**config.mk**
```make
export PLATFORM = sky130hd
export DESIGN_NAME = mfp_timer_bank
export DESIGN_NICKNAME = d
export VERILOG_FILES = /design/src/rtl/mfp_timer_pkg.sv /design/src/rtl/mfp_timer_channel.sv /design/src/rtl/mfp_timer_bank.sv
export SDC_FILE = /design/constraint.sdc
export NUM_CORES = 1
export LEC_CHECK = 0
export BUFFER_PORTS_ARGS = -buffer_cell sky130_fd_sc_hd__buf_2
export CAP_MARGIN = 0
export CORE_ASPECT_RATIO = 0.6
export CORE_MARGIN = 1
export CORE_UTILIZATION = 30
export CTS_BUF_LIST = sky130_fd_sc_hd__clkbuf_8
export CTS_CLUSTER_SIZE = 14
export DETAILED_ROUTE_END_ITERATION = 7
export MAX_ROUTING_LAYER = met4
export PLACE_DENSITY_LB_ADDON = 0.3
export SLEW_MARGIN = 25
export SYNTH_ARGS = -nofsm -noshare
export SYNTH_HDL_FRONTEND = slang
export SYNTH_SLANG_ARGS = --single-unit
```
**constraint.sdc**
```tcl
create_clock -name clk -period 7.9 [get_ports clk]
set_input_delay 1.58 -clock clk [delete_from_list [all_inputs] [get_ports clk]]
set_output_delay 1.58 -clock clk [all_outputs]
set_load 0.01 [all_outputs]
```
**src/rtl/mfp_timer_pkg.sv**
```systemverilog
// Shared types for the multi-channel timer bank: channel state encoding and
// the one-shot / periodic mode constants.
package mfp_timer_pkg;

  typedef enum logic [1:0] {
    ST_IDLE = 2'd0,
    ST_RUN  = 2'd1,
    ST_DONE = 2'd2
  } ch_state_t;

  localparam logic MODE_ONESHOT  = 1'b0;
  localparam logic MODE_PERIODIC = 1'b1;

endpackage

```
**src/rtl/mfp_timer_channel.sv**
```systemverilog
// One timer channel: down-counter with reload, IDLE/RUN/DONE state and
// sticky expiry/overrun flags cleared by ack or by reprogramming.
module mfp_timer_channel
  import mfp_timer_pkg::*;
#(
  parameter int CNT_W = 32
) (
  input  logic             clk,
  input  logic             resetn,
  input  logic             tick,
  input  logic             load,
  input  logic [CNT_W-1:0] load_period,
  input  logic             load_periodic,
  input  logic             ack,
  output logic [CNT_W-1:0] count,
  output logic             running,
  output logic             time_is_up,
  output logic             overrun
);

  ch_state_t        state, state_n;
  logic [CNT_W-1:0] period, period_n, count_n;
  logic             periodic, periodic_n;
  logic             tiu_n, ovr_n;
  logic             expire;

  always_ff @(posedge clk or negedge resetn) begin
    if (!resetn) begin
      state      <= ST_IDLE;
      count      <= '0;
      period     <= '0;
      periodic   <= MODE_ONESHOT;
      time_is_up <= 1'b0;
      overrun    <= 1'b0;
    end else begin
      state      <= state_n;
      count      <= count_n;
      period     <= period_n;
      periodic   <= periodic_n;
      time_is_up <= tiu_n;
      overrun    <= ovr_n;
    end
  end

  // A load overrides everything else in the same cycle, including an expiry or ack.
  always_comb begin
    state_n    = state;
    count_n    = count;
    period_n   = period;
    periodic_n = periodic;
    tiu_n      = time_is_up;
    ovr_n      = overrun;
    expire     = 1'b0;
    if (load) begin
      count_n    = load_period;
      period_n   = load_period;
      periodic_n = load_periodic;
      state_n    = (load_period != '0) ? ST_RUN : ST_IDLE;
      tiu_n      = 1'b0;
      ovr_n      = 1'b0;
    end else begin
      if (state == ST_RUN && tick) begin
        if (count > CNT_W'(1)) begin
          count_n = count - CNT_W'(1);
        end else begin
          expire = 1'b1;
          if (periodic == MODE_PERIODIC) begin
            count_n = period;
          end else begin
            count_n = '0;
            state_n = ST_DONE;
          end
        end
      end
      // An ack coinciding with an expiry consumes the old event but keeps the new one.
      if (expire) begin
        tiu_n = 1'b1;
        ovr_n = time_is_up & ~ack;
      end else if (ack) begin
        tiu_n = 1'b0;
        ovr_n = 1'b0;
      end
    end
  end

  assign running = (state == ST_RUN);

endmodule

```
**src/rtl/mfp_timer_bank.sv**
```systemverilog
// Multi-channel programmable timer: shared prescaler, channel write decode
// and a combinational read mux for the live count of one channel.
module mfp_timer_bank
  import mfp_timer_pkg::*;
#(
  parameter int N_CH  = 4,
  parameter int CNT_W = 32,
  parameter int PS_W  = 8,
  localparam int CH_W = (N_CH > 1) ? $clog2(N_CH) : 1
) (
  input  logic             clk,
  input  logic             resetn,
  input  logic [PS_W-1:0]  prescale,
  input  logic             cfg_we,
  input  logic [CH_W-1:0]  cfg_ch,
  input  logic [CNT_W-1:0] cfg_period,
  input  logic             cfg_periodic,
  input  logic [N_CH-1:0]  ack,
  input  logic [CH_W-1:0]  rd_ch,
  output logic [CNT_W-1:0] rd_count,
  output logic [N_CH-1:0]  running,
  output logic [N_CH-1:0]  time_is_up,
  output logic [N_CH-1:0]  overrun
);

  logic [PS_W-1:0]  ps_cnt;
  logic             tick;
  logic [N_CH-1:0]  load_ch;
  logic [CNT_W-1:0] counts [N_CH];

  assign tick = (ps_cnt == prescale);

  // The >= compare lets a lowered prescale wrap immediately instead of counting to overflow.
  always_ff @(posedge clk or negedge resetn) begin
    if (!resetn) begin
      ps_cnt <= '0;
    end else if (ps_cnt >= prescale) begin
      ps_cnt <= '0;
    end else begin
      ps_cnt <= ps_cnt + PS_W'(1);
    end
  end

  for (genvar g = 0; g < N_CH; g++) begin : ch_gen
    assign load_ch[g] = cfg_we && (int'(cfg_ch) == g);

    mfp_timer_channel #(
      .CNT_W(CNT_W)
    ) u_channel (
      .clk          (clk),
      .resetn       (resetn),
      .tick         (tick),
      .load         (load_ch[g]),
      .load_period  (cfg_period),
      .load_periodic(cfg_periodic),
      .ack          (ack[g]),
      .count        (counts[g]),
      .running      (running[g]),
      .time_is_up   (time_is_up[g]),
      .overrun      (overrun[g])
    );
  end

  always_comb begin
    rd_count = '0;
    for (int i = 0; i < N_CH; i++) begin
      if (int'(rd_ch) == i) rd_count = counts[i];
    end
  end

endmodule
```
==> flow_summary_export.csv, run 1 <==
group,metric,value,unit
outcome,status,"complete, no violations",
place,dp_hpwl,53800,um
cts,cts_setup_buffers,0,
finish,fin_util,0.338,
critical_path,crit_buf_inv,2,
critical_path,cp_slowest_stage_delay,0.70,ns
drt,drcViolationCount,0,
critical_path,start_kind,"input pin",
floorplanning,start_util,0.305,
sta,slew_violations,0,
floorplanning,die_y,187,um
global_routing,grt_use_total,0.267,
critical_path,critPathRequiredTime,6.32,ns
yosys,syn_inst,2011,
cts,cts.sinks,284,
yosys,ys_seq_area_frac,0.417,
flow_run,max-cap-violations,0,
critical_path,setup.worst_path.end_class,"output port",
critical_path,critPathArrivalTime,3.06,ns
place,routabilityCongestion,0.961,
cts,clkTransAtPathRegs,0.07,ns
sta,hold_viol,0,
power_and_ir_drop,p_total,4490,uW
sta,rsz0062_at_grt,"no",
yosys,yosys.area_share.adder,0.0125,
power_and_ir_drop,ir_drop,0.105,mV
finish,drive_above_1_share,0.131,
finish,fillers,5888,
power_and_ir_drop,power_leakage,0.00818,uW
cts,cts-hold-fix-buffers,0,
global_routing,grt_pass1_vias,15392,
place,port_buffers,95,
cts,cts_resized,0,
hold_path,hold_path_class,"register to register",
sta,final.min_clock_period,4.64,ns
sta,tightest_slew,1.06,ns
cts,clk_path_buf_depth,3,
yosys,synth_seq_cells,284,
finish,multi_input_area,9120,um^2
critical_path,crit_type,"input pin to output port",
sta,max-slew-margin-rel,0.284,
yosys,netlist-cell-type-count,91,
drt,drtPass1Iterations,6,
finish,area_delta_synth_final,11.1,%
yosys,syn_area,17100,um^2
floorplanning,fp.dieW,310,um
drt,ant_nets,0,
floorplanning,die_area,57900,um^2
yosys,synthXorXnorAreaFrac,0.0185,
cts,cts_root_buf,"clkbuf_8",
sta,setup_viol,0,
sta,fin_hold_ws,0.447,ns
yosys,synth_flop_cell,"dfrtp_1",
global_routing,antenna_found_initial,8,
critical_path,slowest_stage,"buf_2",
sta,clock_skew,0.0580,ns
cts,cts_max_level,2,
floorplanning,core_area,56000,um^2
yosys,synth_compound_area_frac,0.179,
drt,viasPerCell,5.95,
global_routing,grt_max_degree,148,
global_routing,grt_pass1_wl,110000,um
cts,cts_made_buffers,47,
drt,num_vias,16836,
global_routing,grt.overflow.total,0,
yosys,syn_area_per_cell,8.48,um^2
yosys,synth_edf_count,0,
drt,routed_wl,76200,um
drt,avgRoutedWirePerCell,27.0,um
critical_path,path_max_fanout,32,
sta,fmax,216,MHz
cts,clock_latency,0.64,ns
cts,cts_tree,"built",
power_and_ir_drop,cellPowerDensity,237,nW/um^2
yosys,async_reset_ff_frac,1.00,
yosys,synth.net_count,2080,
critical_path,crit_chain,"buf_2 -> mux4_2 -> buf_2",
finish,regArea,7110,um^2
finish,layout.nets,2099,
drt,drt_iter0_drc,2498,
sta,post-route-period-util,0.587,
yosys,synth_warnings,0,
yosys,synth_simple_gate_area_frac,0.272,
critical_path,crit_top_cell,"buf_2",
sta,setup-tns-final,0,ns
yosys,synth_top_family_by_area,"simple AND/OR/NAND/NOR gates",
floorplanning,boundaryPins,96,
floorplanning,rows,67,
yosys,synth.area.mux_share,0.0507,
critical_path,crit_family,"buffers and inverters",
-- synthesized netlist by cell type, drive strengths merged (34+ instances only) --
library cell  instances  area share
buf                  44       0.015
nor4                 56       0.024
nand2               489        0.11
nor2                150       0.033
nand3                53       0.016
o21ai                93       0.027
nor3                 63       0.019
and3                 34       0.012
a21oi               118       0.035
dfrtp               284        0.42
nand4                37       0.014
clkbuf              107       0.030
-- registers in the layout (all words and copies together) (netlist names) --
signal / count
ch_gen.u_channel.period: 128
ch_gen.u_channel.count: 128
ch_gen.u_channel.periodic: 4
ch_gen.u_channel.state: 8
ch_gen.u_channel.time_is_up: 4
ps_cnt: 8
ch_gen.u_channel.overrun: 4
-- per-stage QoR --
step                instance area, um^2  setup WS (ns)  cells
floorplan                         17100           3.35   2011
global placement                  18000           3.30   2740
detailed placement                18000           3.24   2740
CTS                               18900           3.26   2825
global route                      19000           3.19   2828
finish                            19000           3.26   2828
-- placed cells by master, fill, tap and decap left out, types with 47 or more instances in the layout --
cell      synthesis  layout
nor4_1           50      49
nand2_1         489     489
nand3_1          53      52
buf_2             9      94
dfrtp_1         284     284
nor3_1           61      60
o21ai_0          92      92
a21oi_1         117     117
nor2_1          150     144
inv_1            32      47
clkbuf_8          8      59
-- routing by layer --
layer,global-route usage,share of wire
met5,-,0
met4,0.0674,0.025
met3,0.0738,0.12
met2,0.352,0.40
met1,0.395,0.45
-- area by class of cell --
class / instances / share of cell area
clock buffers: 59 / 0.0428
well taps: 759 / 0.0501
diodes: 3 / 0.000396
inverters: 32 / 0.00634
repair buffers: 121 / 0.0366
clock inverters: 26 / 0.00759
multi-input cells: 1544 / 0.481
flip-flops and latches: 284 / 0.375
-- power breakdown --
group / leakage, uW / internal, uW / switching, uW
Sequential: 0.00343 / 1700 / 494
Combinational: 0.00420 / 386 / 536
Clock: 0.000546 / 705 / 667
-- path summary, 6_finish.rpt --
path                                                 from                              to  slack, ns  depth (start not counted)
setup reg to reg             ch_gen[3].u_channel.count[0]   ch_gen[3].u_channel.count[30]       4.01                          8
max in group asynchronous                          resetn  ch_gen[3].u_channel.time_is_up       5.55                          2
hold reg to reg            ch_gen[1].u_channel.period[26]   ch_gen[1].u_channel.count[26]       0.45                          1
min in group asynchronous                          resetn   ch_gen[0].u_channel.count[30]       0.92                          1
hold / removal             ch_gen[1].u_channel.period[26]   ch_gen[1].u_channel.count[26]       0.45                          1
setup / recovery                                 rd_ch[1]                     rd_count[0]       3.26                          3
-- logic make-up after synthesis --
logic type               Yosys count
buffers and inverters            183
multiplexers                      46
XOR/XNOR                          36
adder cells (fa/ha/maj)           17
flip-flops                       284
AO/OA/AOI/OAI                    455
AND/OR/NAND/NOR                  990
-- worst register-to-register path, stage by stage (launching register included) --
cell      delay [ns]
dfrtp_1         0.56
inv_1           0.21
ha_1            0.29
nor3b_1         0.71
nand2_1         0.49
nor3_1          0.88
a311oi_1        0.21
o31a_1          0.30
o21ai_0         0.16
No activity file was read; power rests on OpenSTA's default activity.
==> run 2, diff against run 1 <==
ABC_AREA = 1   (was unset)
clock period = 4.9 ns   (was 7.9 ns; I/O delays follow)
==> flow_summary_export.csv, run 2 <==
group,metric,value,unit
outcome,status,"complete, no violations",
critical_path,path_max_fanout,22,
floorplanning,core_area,59700,um^2
cts,clk_path_buf_depth,3,
cts,cts_tree,"built",
drt,ant_nets,0,
yosys,async_reset_ff_frac,1.00,
yosys,synth.most_common_cell,"nand2_1",
cts,clkTransAtPathRegs,0.06,ns
global_routing,grt.overflow.total,0,
global_routing,antenna_found_initial,7,
finish,fillers,6690,
yosys,ys_seq_area_frac,0.388,
power_and_ir_drop,p_int,5010,uW
yosys,synth.net_count,2907,
finish,drive_above_1_share,0.0942,
global_routing,grt_use_total,0.269,
critical_path,critPathRequiredTime,3.92,ns
place,port_buffers,95,
hold_path,hold_path_class,"input pin to asynchronous set/reset pin",
power_and_ir_drop,comb_power_share,0.312,
sta,hold_viol,0,
cts,cts_max_level,2,
flow_run,max-cap-violations,0,
finish,multi_input_area,9410,um^2
drt,viasPerCell,5.04,
yosys,synth_seq_cells,284,
sta,setup-tns-final,0,ns
yosys,syn_area,18300,um^2
floorplanning,boundaryPins,96,
drt,avgRoutedWirePerCell,21.6,um
cts,cts-hold-fix-buffers,0,
finish,layout_common_cells,"nand2_1 (919), nor2_1 (482), inv_1 (366), dfrtp_1 (284), nand3_1 (182)",
sta,max-slew-margin-rel,0.284,
drt,num_vias,19004,
sta,post-route-period-util,0.785,
global_routing,grt_pass1_wl,118000,um
power_and_ir_drop,swShare,0.426,
critical_path,r2r-end,"ch_gen[3].u_channel.count[1]",
critical_path,r2r-start,"ch_gen[3].u_channel.count[17]",
yosys,netlist-cell-type-count,43,
yosys,syn_inst,2838,
critical_path,rrSetupSlack,1.84,ns
yosys,synthTopCellsByCount,"nand2_1 (920), nor2_1 (486), inv_1 (357), dfrtp_1 (284), nand3_1 (184)",
place,routabilityCongestion,1.05,
critical_path,setup.worst_path.end_class,"output port",
floorplanning,die_y,193,um
sta,final.min_clock_period,3.85,ns
yosys,synth_edf_count,0,
finish,finalNonFillerCells,3771,
drt,drt_iter0_drc,2618,
yosys,synth_flop_cell,"dfrtp_1",
drt,routed_wl,81500,um
sta,rsz0062_at_grt,"no",
power_and_ir_drop,power.share.clock,0.282,
yosys,ys_top_cells_by_area,"dfrtp_1 (39%), nand2_1 (19%), nor2_1 (10%)",
power_and_ir_drop,power_leakage,0.0107,uW
cts,cts_setup_buffers,0,
cts,cts.sinks,284,
critical_path,critPathArrivalTime,2.87,ns
floorplanning,start_util,0.306,
finish,area_delta_synth_final,13.0,%
floorplanning,rows,69,
cts,cts_made_buffers,48,
power_and_ir_drop,cellPowerDensity,422,nW/um^2
yosys,syn_area_per_cell,6.45,um^2
finish,final_common_cell,"nand2_1",
finish,regArea,7110,um^2
finish,layout.nets,2982,
floorplanning,fp.dieW,321,um
cts,cts_resized,0,
sta,tightest_slew,1.07,ns
yosys,synth_top_area_share,0.388,
critical_path,start_kind,"input pin",
power_and_ir_drop,p_switching,3720,uW
sta,fmax,260,MHz
sta,slew_violations,0,
sta,setup_viol,0,
cts,clock_latency,0.66,ns
yosys,synth_warnings,0,
finish,top_regs,"ch_gen.u_channel.count: 128 flops, ch_gen.u_channel.period: 128 flops",
drt,drtPass1Iterations,6,
drt,drcViolationCount,0,
floorplanning,die_area,62000,um^2
yosys,synth_top_area_cell,"dfrtp_1",
critical_path,crit_type,"input pin to output port",
place,dpl.cell_count,3679,
critical_path,reg2regPathDepth,9,
power_and_ir_drop,p_total,8730,uW
global_routing,grt_max_degree,85,
power_and_ir_drop,ir_drop,0.177,mV
sta,clock_skew,0.0361,ns
power_and_ir_drop,p_seq_frac,0.406,
global_routing,grt_pass1_vias,16715,
place,dp_hpwl,62400,um
cts,cts_root_buf,"clkbuf_8",
==> run 2: cell types whose count changed in the layout (fill, tap and decap cells not counted), moves of 38 or more <==
cell     previous run  this run
nand2_1           489       919
nor2_1            144       482
inv_1              47       366
nand3_1            52       182
o21ai_0            92       164
a21oi_1           117        59
nor3_1             60        11
nor4_1             49         7
o22ai_1            14        52
==> run 2: kinds of logic (layout without fill, tap and decap cells) <==
kind of cell | count (synthesis) | in the layout | share of synthesized area
and+or+nand+nor | 1731 | 1731 | 0.390
buffers and inverters | 461 | 573 | 0.0994
AOI/OAI and AO/OA | 302 | 302 | 0.0907
DFF | 284 | 284 | 0.388
xor gates and xnor gates | 43 | 43 | 0.0206
adders and majority gates | 17 | 17 | 0.0116
other | 0 | 5 | 0
==> run 2: routing by layer <==
layer | up-vias | track usage | share of wire
li1 | 9027 | - | -
met1 | 8794 | 0.406 | 0.48
met2 | 1069 | 0.313 | 0.35
met3 | 114 | 0.120 | 0.16
met4 | 0 | 0.0536 | 0.019
met5 | - | - | 0
==> run 2: per-stage QoR <==
step	instance area, um^2	setup WS, ns	util	hold slack [ns]
floorplan	18300	2.14	-	0.432
global placement	19600	1.17	0.328	0.454
detailed placement	19600	1.10	0.328	0.456
CTS	20700	1.10	0.346	0.352
global route	20700	0.964	0.346	0.398
finish	20700	1.05	0.346	0.347
==> run 2: area by class of cell <==
cell class,count,area share
antenna,5,0.000605
tap,816,0.0493
clock inverter,25,0.00992
inverter,363,0.0658
multi-input combinational,2093,0.455
sequential,284,0.343
clock buffer,62,0.0412
timing repair buffer,123,0.0348
==> run 2: worst max-delay path by stage <==
stage	startpoint	slack, ns	end	cells past startpoint
after CTS	rd_ch[1]	1.10	rd_count[22]	4
final	rd_ch[1]	1.05	rd_count[19]	8
after global placement	rd_ch[1]	1.17	rd_count[10]	8
after floorplan	rd_ch[1]	2.14	rd_count[10]	6
after global routing	rd_ch[1]	0.96	rd_count[19]	7
after detailed placement	rd_ch[1]	1.10	rd_count[22]	4
==> run 2: power groups by stage <==
stage | Combinational [uW] | Sequential, uW | Clock, uW
after floorplan | 1770 | 3240 | 0
after global placement | 2630 | 3560 | 0
after detailed placement | 2620 | 3540 | 0
after CTS | 2640 | 3510 | 2490
after global routing | 3020 | 3580 | 2590
final | 2730 | 3550 | 2460
==> run 2: critical path, cell delays in order <==
cell and delay (ns):
buf_2 0.17, nor2_1 0.07, buf_4 0.18, inv_1 0.67
o22ai_1 0.14, a21oi_1 0.14, o21ai_0 0.25, buf_2 0.25
